### src/rtl/pipeline_hazard_controller.sv
// Pipeline hazard controller for a 5-stage RISC-V pipeline.
// Sequences the stage-register enables and flushes and the PC source.
// Handles three cases: load-use stalls, wrong-path squash on a taken branch,
// and freezing the pipeline while a multi-cycle data-memory access completes.
module pipeline_hazard_controller #(
  parameter int unsigned CNT_W = 32
) (
  input  logic             clk,
  input  logic             reset,
  input  logic [4:0]       ifid_rs1,
  input  logic [4:0]       ifid_rs2,
  input  logic             ifid_uses_rs2,
  input  logic [4:0]       idex_rd,
  input  logic             idex_memread,
  input  logic             exmem_memread,
  input  logic             exmem_memwrite,
  input  logic             exmem_branch,
  input  logic             exmem_zero,
  input  logic             dmem_ready,
  output logic             dmem_req,
  output logic             pc_write,
  output logic             ifid_write,
  output logic             idex_write,
  output logic             exmem_write,
  output logic             memwb_write,
  output logic             ifid_flush,
  output logic             idex_flush,
  output logic             exmem_flush,
  output logic             pc_src,
  output logic [1:0]       state,
  output logic [CNT_W-1:0] stall_count,
  output logic [CNT_W-1:0] flush_count
);

  typedef enum logic [1:0] {
    ST_RUN      = 2'd0,
    ST_MEM_WAIT = 2'd1,
    ST_FLUSH    = 2'd2
  } state_e;

  state_e           state_q, state_d;
  logic [CNT_W-1:0] stall_count_q, stall_count_d;
  logic [CNT_W-1:0] flush_count_q, flush_count_d;

  logic memop, taken, loaduse;
  logic freeze, eval_taken, eval_loaduse;

  assign memop   = exmem_memread | exmem_memwrite;
  assign taken   = exmem_branch & exmem_zero;
  assign loaduse = idex_memread && (idex_rd != 5'd0) &&
                   ((idex_rd == ifid_rs1) || (ifid_uses_rs2 && (idex_rd == ifid_rs2)));

  // Next-state, stage controls and counter updates, all from state and inputs.
  always_comb begin
    // NOTE: every signal written here gets a default first so no latch is inferred.
    state_d       = ST_RUN;
    dmem_req      = 1'b0;
    pc_write      = 1'b1;
    ifid_write    = 1'b1;
    idex_write    = 1'b1;
    exmem_write   = 1'b1;
    memwb_write   = 1'b1;
    ifid_flush    = 1'b0;
    idex_flush    = 1'b0;
    exmem_flush   = 1'b0;
    pc_src        = 1'b0;
    freeze        = 1'b0;
    eval_taken    = 1'b0;
    eval_loaduse  = 1'b0;
    stall_count_d = stall_count_q;
    flush_count_d = flush_count_q;

    unique case (state_q)
      ST_RUN: begin
        dmem_req = memop;
        if (memop && !dmem_ready) begin
          freeze  = 1'b1;
          state_d = ST_MEM_WAIT;
        end else begin
          eval_taken   = 1'b1;
          eval_loaduse = 1'b1;
        end
      end
      ST_MEM_WAIT: begin
        // Request stays up until memory signals completion.
        dmem_req = 1'b1;
        if (!dmem_ready) begin
          freeze  = 1'b1;
          state_d = ST_MEM_WAIT;
        end else begin
          eval_taken   = 1'b1;
          eval_loaduse = 1'b1;
        end
      end
      ST_FLUSH: begin
        // IF/ID and EX/MEM hold bubbles: no hazard evaluation, but a stray
        // memop is still honoured so the memory handshake never breaks.
        dmem_req = memop;
        if (memop && !dmem_ready) begin
          freeze  = 1'b1;
          state_d = ST_MEM_WAIT;
        end
      end
      default: state_d = ST_RUN;
    endcase

    if (freeze) begin
      pc_write    = 1'b0;
      ifid_write  = 1'b0;
      idex_write  = 1'b0;
      exmem_write = 1'b0;
      memwb_write = 1'b0;
    end else if (eval_taken && taken) begin
      // A taken branch squashes the wrong path; any load-use on it is moot.
      pc_src      = 1'b1;
      ifid_flush  = 1'b1;
      idex_flush  = 1'b1;
      exmem_flush = 1'b1;
      state_d     = ST_FLUSH;
      if (flush_count_q != '1) flush_count_d = flush_count_q + CNT_W'(1);
    end else if (eval_loaduse && loaduse) begin
      pc_write   = 1'b0;
      ifid_write = 1'b0;
      idex_flush = 1'b1;
    end

    // One increment per frozen PC cycle, whatever the cause(s).
    if (!pc_write && (stall_count_q != '1)) stall_count_d = stall_count_q + CNT_W'(1);

    // Reset forces every control low combinationally, without waiting for an edge.
    if (!reset) begin
      dmem_req    = 1'b0;
      pc_write    = 1'b0;
      ifid_write  = 1'b0;
      idex_write  = 1'b0;
      exmem_write = 1'b0;
      memwb_write = 1'b0;
      ifid_flush  = 1'b0;
      idex_flush  = 1'b0;
      exmem_flush = 1'b0;
      pc_src      = 1'b0;
    end
  end

  // State and performance-counter registers.
  always_ff @(posedge clk or negedge reset) begin
    if (!reset) begin
      state_q       <= ST_RUN;
      stall_count_q <= '0;
      flush_count_q <= '0;
    end else begin
      // NOTE: sequential state uses non-blocking assignments so all flops update together.
      state_q       <= state_d;
      stall_count_q <= stall_count_d;
      flush_count_q <= flush_count_d;
    end
  end

  assign state       = state_q;
  assign stall_count = stall_count_q;
  assign flush_count = flush_count_q;

endmodule

### config.mk
export PLATFORM = sky130hd
export DESIGN_NAME = pipeline_hazard_controller
export DESIGN_NICKNAME = d
export VERILOG_FILES = /design/src/rtl/pipeline_hazard_controller.sv
export SDC_FILE = /design/constraint.sdc
export NUM_CORES = 1
export LEC_CHECK = 0
export ABC_CLOCK_PERIOD_IN_PS = 3300
export CAP_MARGIN = 15
export CELL_PAD_IN_SITES_DETAIL_PLACEMENT = 0
export CELL_PAD_IN_SITES_GLOBAL_PLACEMENT = 2
export CORE_ASPECT_RATIO = 0.7
export CORE_UTILIZATION = 29
export DETAILED_ROUTE_END_ITERATION = 8
export MAX_ROUTING_LAYER = met4
export PLACE_DENSITY = 0.82
export SLEW_MARGIN = 30
export SYNTH_ARGS = -nofsm -noshare
export SYNTH_HDL_FRONTEND = slang
export SYNTH_SLANG_ARGS = --single-unit
export TNS_END_PERCENT = 10
### constraint.sdc
create_clock -name clk -period 3.3 [get_ports clk]
set_input_delay 0.66 -clock clk [delete_from_list [all_inputs] [get_ports clk]]
set_output_delay 0.66 -clock clk [all_outputs]
set_load 0.02 [all_outputs]
# Word-level counts from Yosys, hierarchy flattened
# Cells that the tools add are included.
# W data, S select, Z words.
# totals
inputBits	24
word_cells	54
regBits	66
output_inout_bits	76
# op_classes
n_mux	26
n_eq_ne	6
n_bitwise	3
n_reduce_logical	14
n_addsub	2
# op_table
op	n
$add A32 B1 Y32 const B	2
$ne A32 B32 Y1 const B	2
$mux W1	20
$eq A5 B5 Y1	2
$logic_and A1 B1 Y1	7
$pmux W1 S2	3
$reduce_bool A5 Y1	1
$mux W2	2
$pmux W2 S2	1
$reduce_and A3 Y1	1
$eq A2 B1 Y1 const B	1
$eq A2 B2 Y1 const B	1
$logic_not A1 Y1	2
$logic_not A2 Y1	1
$reduce_or A2 Y1	1
$and A1 B1 Y1	1
$logic_or A1 B1 Y1	1
$not A1 Y1	1
$or A1 B1 Y1	1

# Logic depth before layout (Yosys ltp)
# logic_depth
word_depth	10
mapped_depth	9
ltp_nobuf	7

# Worst setup path after synthesis
# OpenSTA, ideal clock, no wires.
# synth_path
kind	input-to-output
startpoint	in idex_rd[1]
endpoint	out pc_write
n_path_buf	2
t_arrival_ns	2.282
stages	7
path_slack_ns	0.358
required_time_ns	2.640
path_cell_list	or4_1 o21ai_1 nor3_2 a21oi_2 buf_4 and2_1 buf_4
# synth_via
elab_chain_cells	9
elab_cells_between_ends	12
classes_between	eq/ne (2); mux (4); reduce/logical (6)
# synth_rtl
element	line_no	text
start: declaration	13	input logic [4:0] idex_rd,
$eq A5 B5 Y1	51	((idex_rd == ifid_rs1) || (ifid_uses_rs2 && (idex_rd == ifid_rs2)));
$logic_and A1 B1 Y1	51	
$logic_or A1 B1 Y1	51	
$logic_and A1 B1 Y1 (*)	50	assign loaduse = idex_memread && (idex_rd != 5'd0) &&
$logic_and A1 B1 Y1 (*)	121	end else if (eval_loaduse && loaduse) begin
$mux W1 (*) (4 in series)	n/a	
end: declaration	21	output logic pc_write,
# Every way passes the cells marked *; elsewhere a longest branch is shown, timed or not.

# Worst setup path in the final report
# layout_path
startpoint	in idex_rd[1]
endpoint	out pc_write
# layout_via
elab_chain_cells	9
elab_cells_between_ends	12
classes_between	eq/ne (2); mux (4); reduce/logical (6)
# layout_rtl
element	line_no	text
$eq A5 B5 Y1	51	
$logic_and A1 B1 Y1	51	
$logic_or A1 B1 Y1	51	
$logic_and A1 B1 Y1 (*)	50	
$logic_and A1 B1 Y1 (*)	121	
$mux W1 (*)	121	
$mux W1 (*)	113	end else if (eval_taken && taken) begin
$mux W1 (*)	107	if (freeze) begin
$mux W1 (*)	131	if (!reset) begin
# Marks and branches as above.

==> metrics.md <==
| Metric | Value |
|---|---|
| Largest net degree at the start of global routing | 37 |
| GRT Util Overall | 15.6% |
| Initial antenna violation count | 0 |
| CP startpoint | idex_rd[1] |
| Final Hold Viols | 0 |
| # IOs | 100 |
| Syn avg cell area | 10.6 sq um |
| Slowest library cell on the worst path | or4_1 |
| Final RePlAce weighted congestion | 0.792 |
| CP cell instances | clkdlybuf4s50_1 > or4_1 > o21ai_2 > nor3_2 > a21oi_2 > and2_1 > dlygate4sd2_1 |
| Met1 Wirelength | 4570 um |
| Number of library cell types mapped by synthesis | 41 |
| Diode count | 0 |
| I/O Buffers | 99 |
| Placed cell areas | 4620 sq um |
| Synth Register Bits | 66 |
| Pwr dens | 515 nW/um^2 |
| Worst Setup Slack, final | 0.0726 ps |
| Peak supply drop | 0.218 mV |
| Crit-path max cell delay | 540 ps |
| Post-route ant nets | 0 |
| Leak | 2.32 nW |
| Asr flop ratio synth | 100% |
| P&R area growth vs syn | 44.6% |
| DRC Markers | 0 |
| Die X | 132 um |
| Maximum clock rate | 303 MHz |
| Number of setup violations in the final report | 0 |
| Min-delay worst type | in -> async |
| Clk_lat worst skew | 330 ps |
| CTS Root Cell | clkbuf_16 |
| Slew HR | 59.3% |
| Post-CTS resize count | 6 |
| Dpl cells | 577 |
| Clock skew | 5.53 ps |
| Arrival @ worst endpoint | 2640 ps |
| WS Path Type | in -> out |
| Met3 Wirelength | 419 um |
| Req. time, crit path | 2640 ps |
| Final wirelength | 8790 um |
| Final setup TNS | 0 ps |
| Num CTS Buffers | 9 |
| Max Slew Vio Count | 0 |
| CTS tree | yes |
| DR pass1 iterations | 4 |
| Post-CTS setup buffer count | 0 |
| Clock sinks | 66 |
| Die height | 92.9 um |
| Critical Path End Type | output port |
| Cell count after synthesis | 322 |
| Die ar. | 12,300 sq um |
| Post-synthesis sequential area ratio | 48.2% |
| First-pass GRT wire length | 14,400 um |
| H-tree depth | 3 |
| Clock Pin Slew Worst Setup and Hold Paths | 50 ps |
| RSZ-0062 raised after global routing | yes |
| Worst r2r src | stall_count[0]$_DFFE_PN0P_ |
| Top layer in use | met4 |
| Core area | 11,300 sq um |
| Vias/cell | 4.75 |
| Vias in the first global route | 2,653 |
| 1st-iter DRT viols | 102 |
| Worst-Margin Slew | 604 ps |
| Hold Slack | 375 ps |
| Period minus WS final | 3300 ps |
| Layout cells sized above 1 | 10.5% |
| Crit Path Max Fanout | 2 |
| Max Root-Sink Buffers | 2 |
| WL met2 | 3650 um |
| Pre-CTS setup slack | -351 ps |
| Status | finished clean |
| GRT overflow | 0 |
| Final period utilization | 100% |
| WP buf/inv | 2 |
| Initial core utilization | 30.4% |
| WL/cell | 14.8 um |
| Via count | 2,814 |
| Main flop type after synthesis | dfrtp_1 |
| Max_cap viols | 0 |
| Design area | 4950 sq um |
| Dpl hpwl | 6610 um |
| Mapped cell area | 3420 sq um |
| Syn nets | 348 |
| Hold-fix buffers at CTS | 0 |
| Number of synthesized flops with an enable pin | 0 |
| Syn. warnings | 0 |
| CP delay by family, top | simple AND/OR/NAND/NOR gates |
| Post-route insts no fill | 593 |
| Crit path launch type | input pin |
| # rows | 32 |
| Nets@finish | 461 |
-- path summary, 6_finish.rpt --
kind,endpoint,slack (ps),cells past startpoint
worst max-delay path,pc_write,0.07,7
worst min-delay path,stall_count[29]$_DFFE_PN0P_,380,2
worst max register to register,stall_count[1]$_DFFE_PN0P_,840,8
worst min register to register,flush_count[20]$_DFFE_PN0P_,480,1
max in group asynchronous,stall_count[23]$_DFFE_PN0P_,2450,2
min in group clk,flush_count[20]$_DFFE_PN0P_,480,1
-- cell type report --
cell class	count	area [sq um]
clock buffers	10	229
clock inverters	6	105
fillers	1079	6300
inverters	7	26.3
multi-input cells	238	1660
flip-flops and latches	66	1650
well taps	153	191
repair buffers	113	1090
-- logic make-up (layout without fill, tap and decap cells) --
| family | after synthesis | after routing | share of synthesized area [%] |
|---|---|---|---|
| multiplexers | 4 | 4 | 1.39 |
| AND/OR/NAND/NOR | 152 | 152 | 26.3 |
| AO/OA/AOI/OAI | 10 | 10 | 2.12 |
| buffers and inverters | 18 | 136 | 3.32 |
| flip-flops | 66 | 66 | 48.2 |
| XOR/XNOR | 70 | 70 | 17.9 |
| adder cells (fa/ha/maj) | 2 | 2 | 0.731 |
-- synth_stat cells (all sizes together) (8+ instances only) --
cell	instances	area share, %
and3	19	3.5
nand4	11	2.4
nand2	30	3.3
nand3	20	2.9
nor2	12	1.3
nor3	17	2.9
and4	8	2.0
xnor2	28	7.2
xor2	42	11
nor4	14	2.6
buf	11	2.6
dfrtp	66	48
-- metrics by stage --
stage / total power, W / util [%]
final: 0.00255 / 44.0
after global routing: 0.00267 / 44.0
after CTS: 0.00260 / 44.0
after detailed placement: 0.00150 / 41.1
after global placement: 0.00149 / 41.1
after floorplan: 0.00123 / -
-- routing by layer --
layer	up-vias	GRT usage, %
li1	1356	-
met1	1364	22.8
met3	11	3.83
met4	0	5.14
met2	83	20.5
met5	-	-
-- report_power, final --
| part | total, W | internal (W) | switching (W) |
|---|---|---|---|
| registers | 0.000987 | 0.000881 | 0.000106 |
| clock network | 0.00107 | 0.000733 | 0.000339 |
| logic | 0.000491 | 0.000245 | 0.000247 |
-- state kept, by name, summed over array words and instances (netlist names) --
name / flops
flush_count: 32
stall_count: 32
state: 2
-- worst register-to-register path, cell delays in order (launching register included) --
cell and delay (ps):
dfrtp_1 430, ha_1 260, and3_1 240, nand4_4 180, nand2b_4 220, nor3b_2 210, buf_4 340, nor2_1 140
mux2_4 320
-- placed cells by master (no fill, tap or decap), drive strengths merged --
cell           synthesis  routed
clkdlybuf4s50          0      92
dfrtp                 66      66
xor2                  42      42
nand2                 30      30
xnor2                 28      28
nand3                 20      20
and3                  19      19
nor3                  17      17
buf                   11      15
nor4                  14      14
nor2                  12      12
nand4                 11      11
clkbuf                 0      10
and4                   8       8
inv                    7       7
and2                   6       6
dlygate4sd2            0       5
nor3b                  5       5
nor4b                  4       4
clkinv                 0       3
bufinv                 0       3
nand2b                 3       3
o21ai                  3       3
mux2                   3       3
ha                     2       2
a21oi                  2       2
o2111ai                1       1
o22ai                  1       1
or4                    1       1
and3b                  1       1
a31oi                  1       1
o21a                   1       1
mux2i                  1       1
a311oi                 1       1
and2b                  1       1
dlymetal6s2s           0       1
Note: power is estimated with default switching activity, not from simulation.
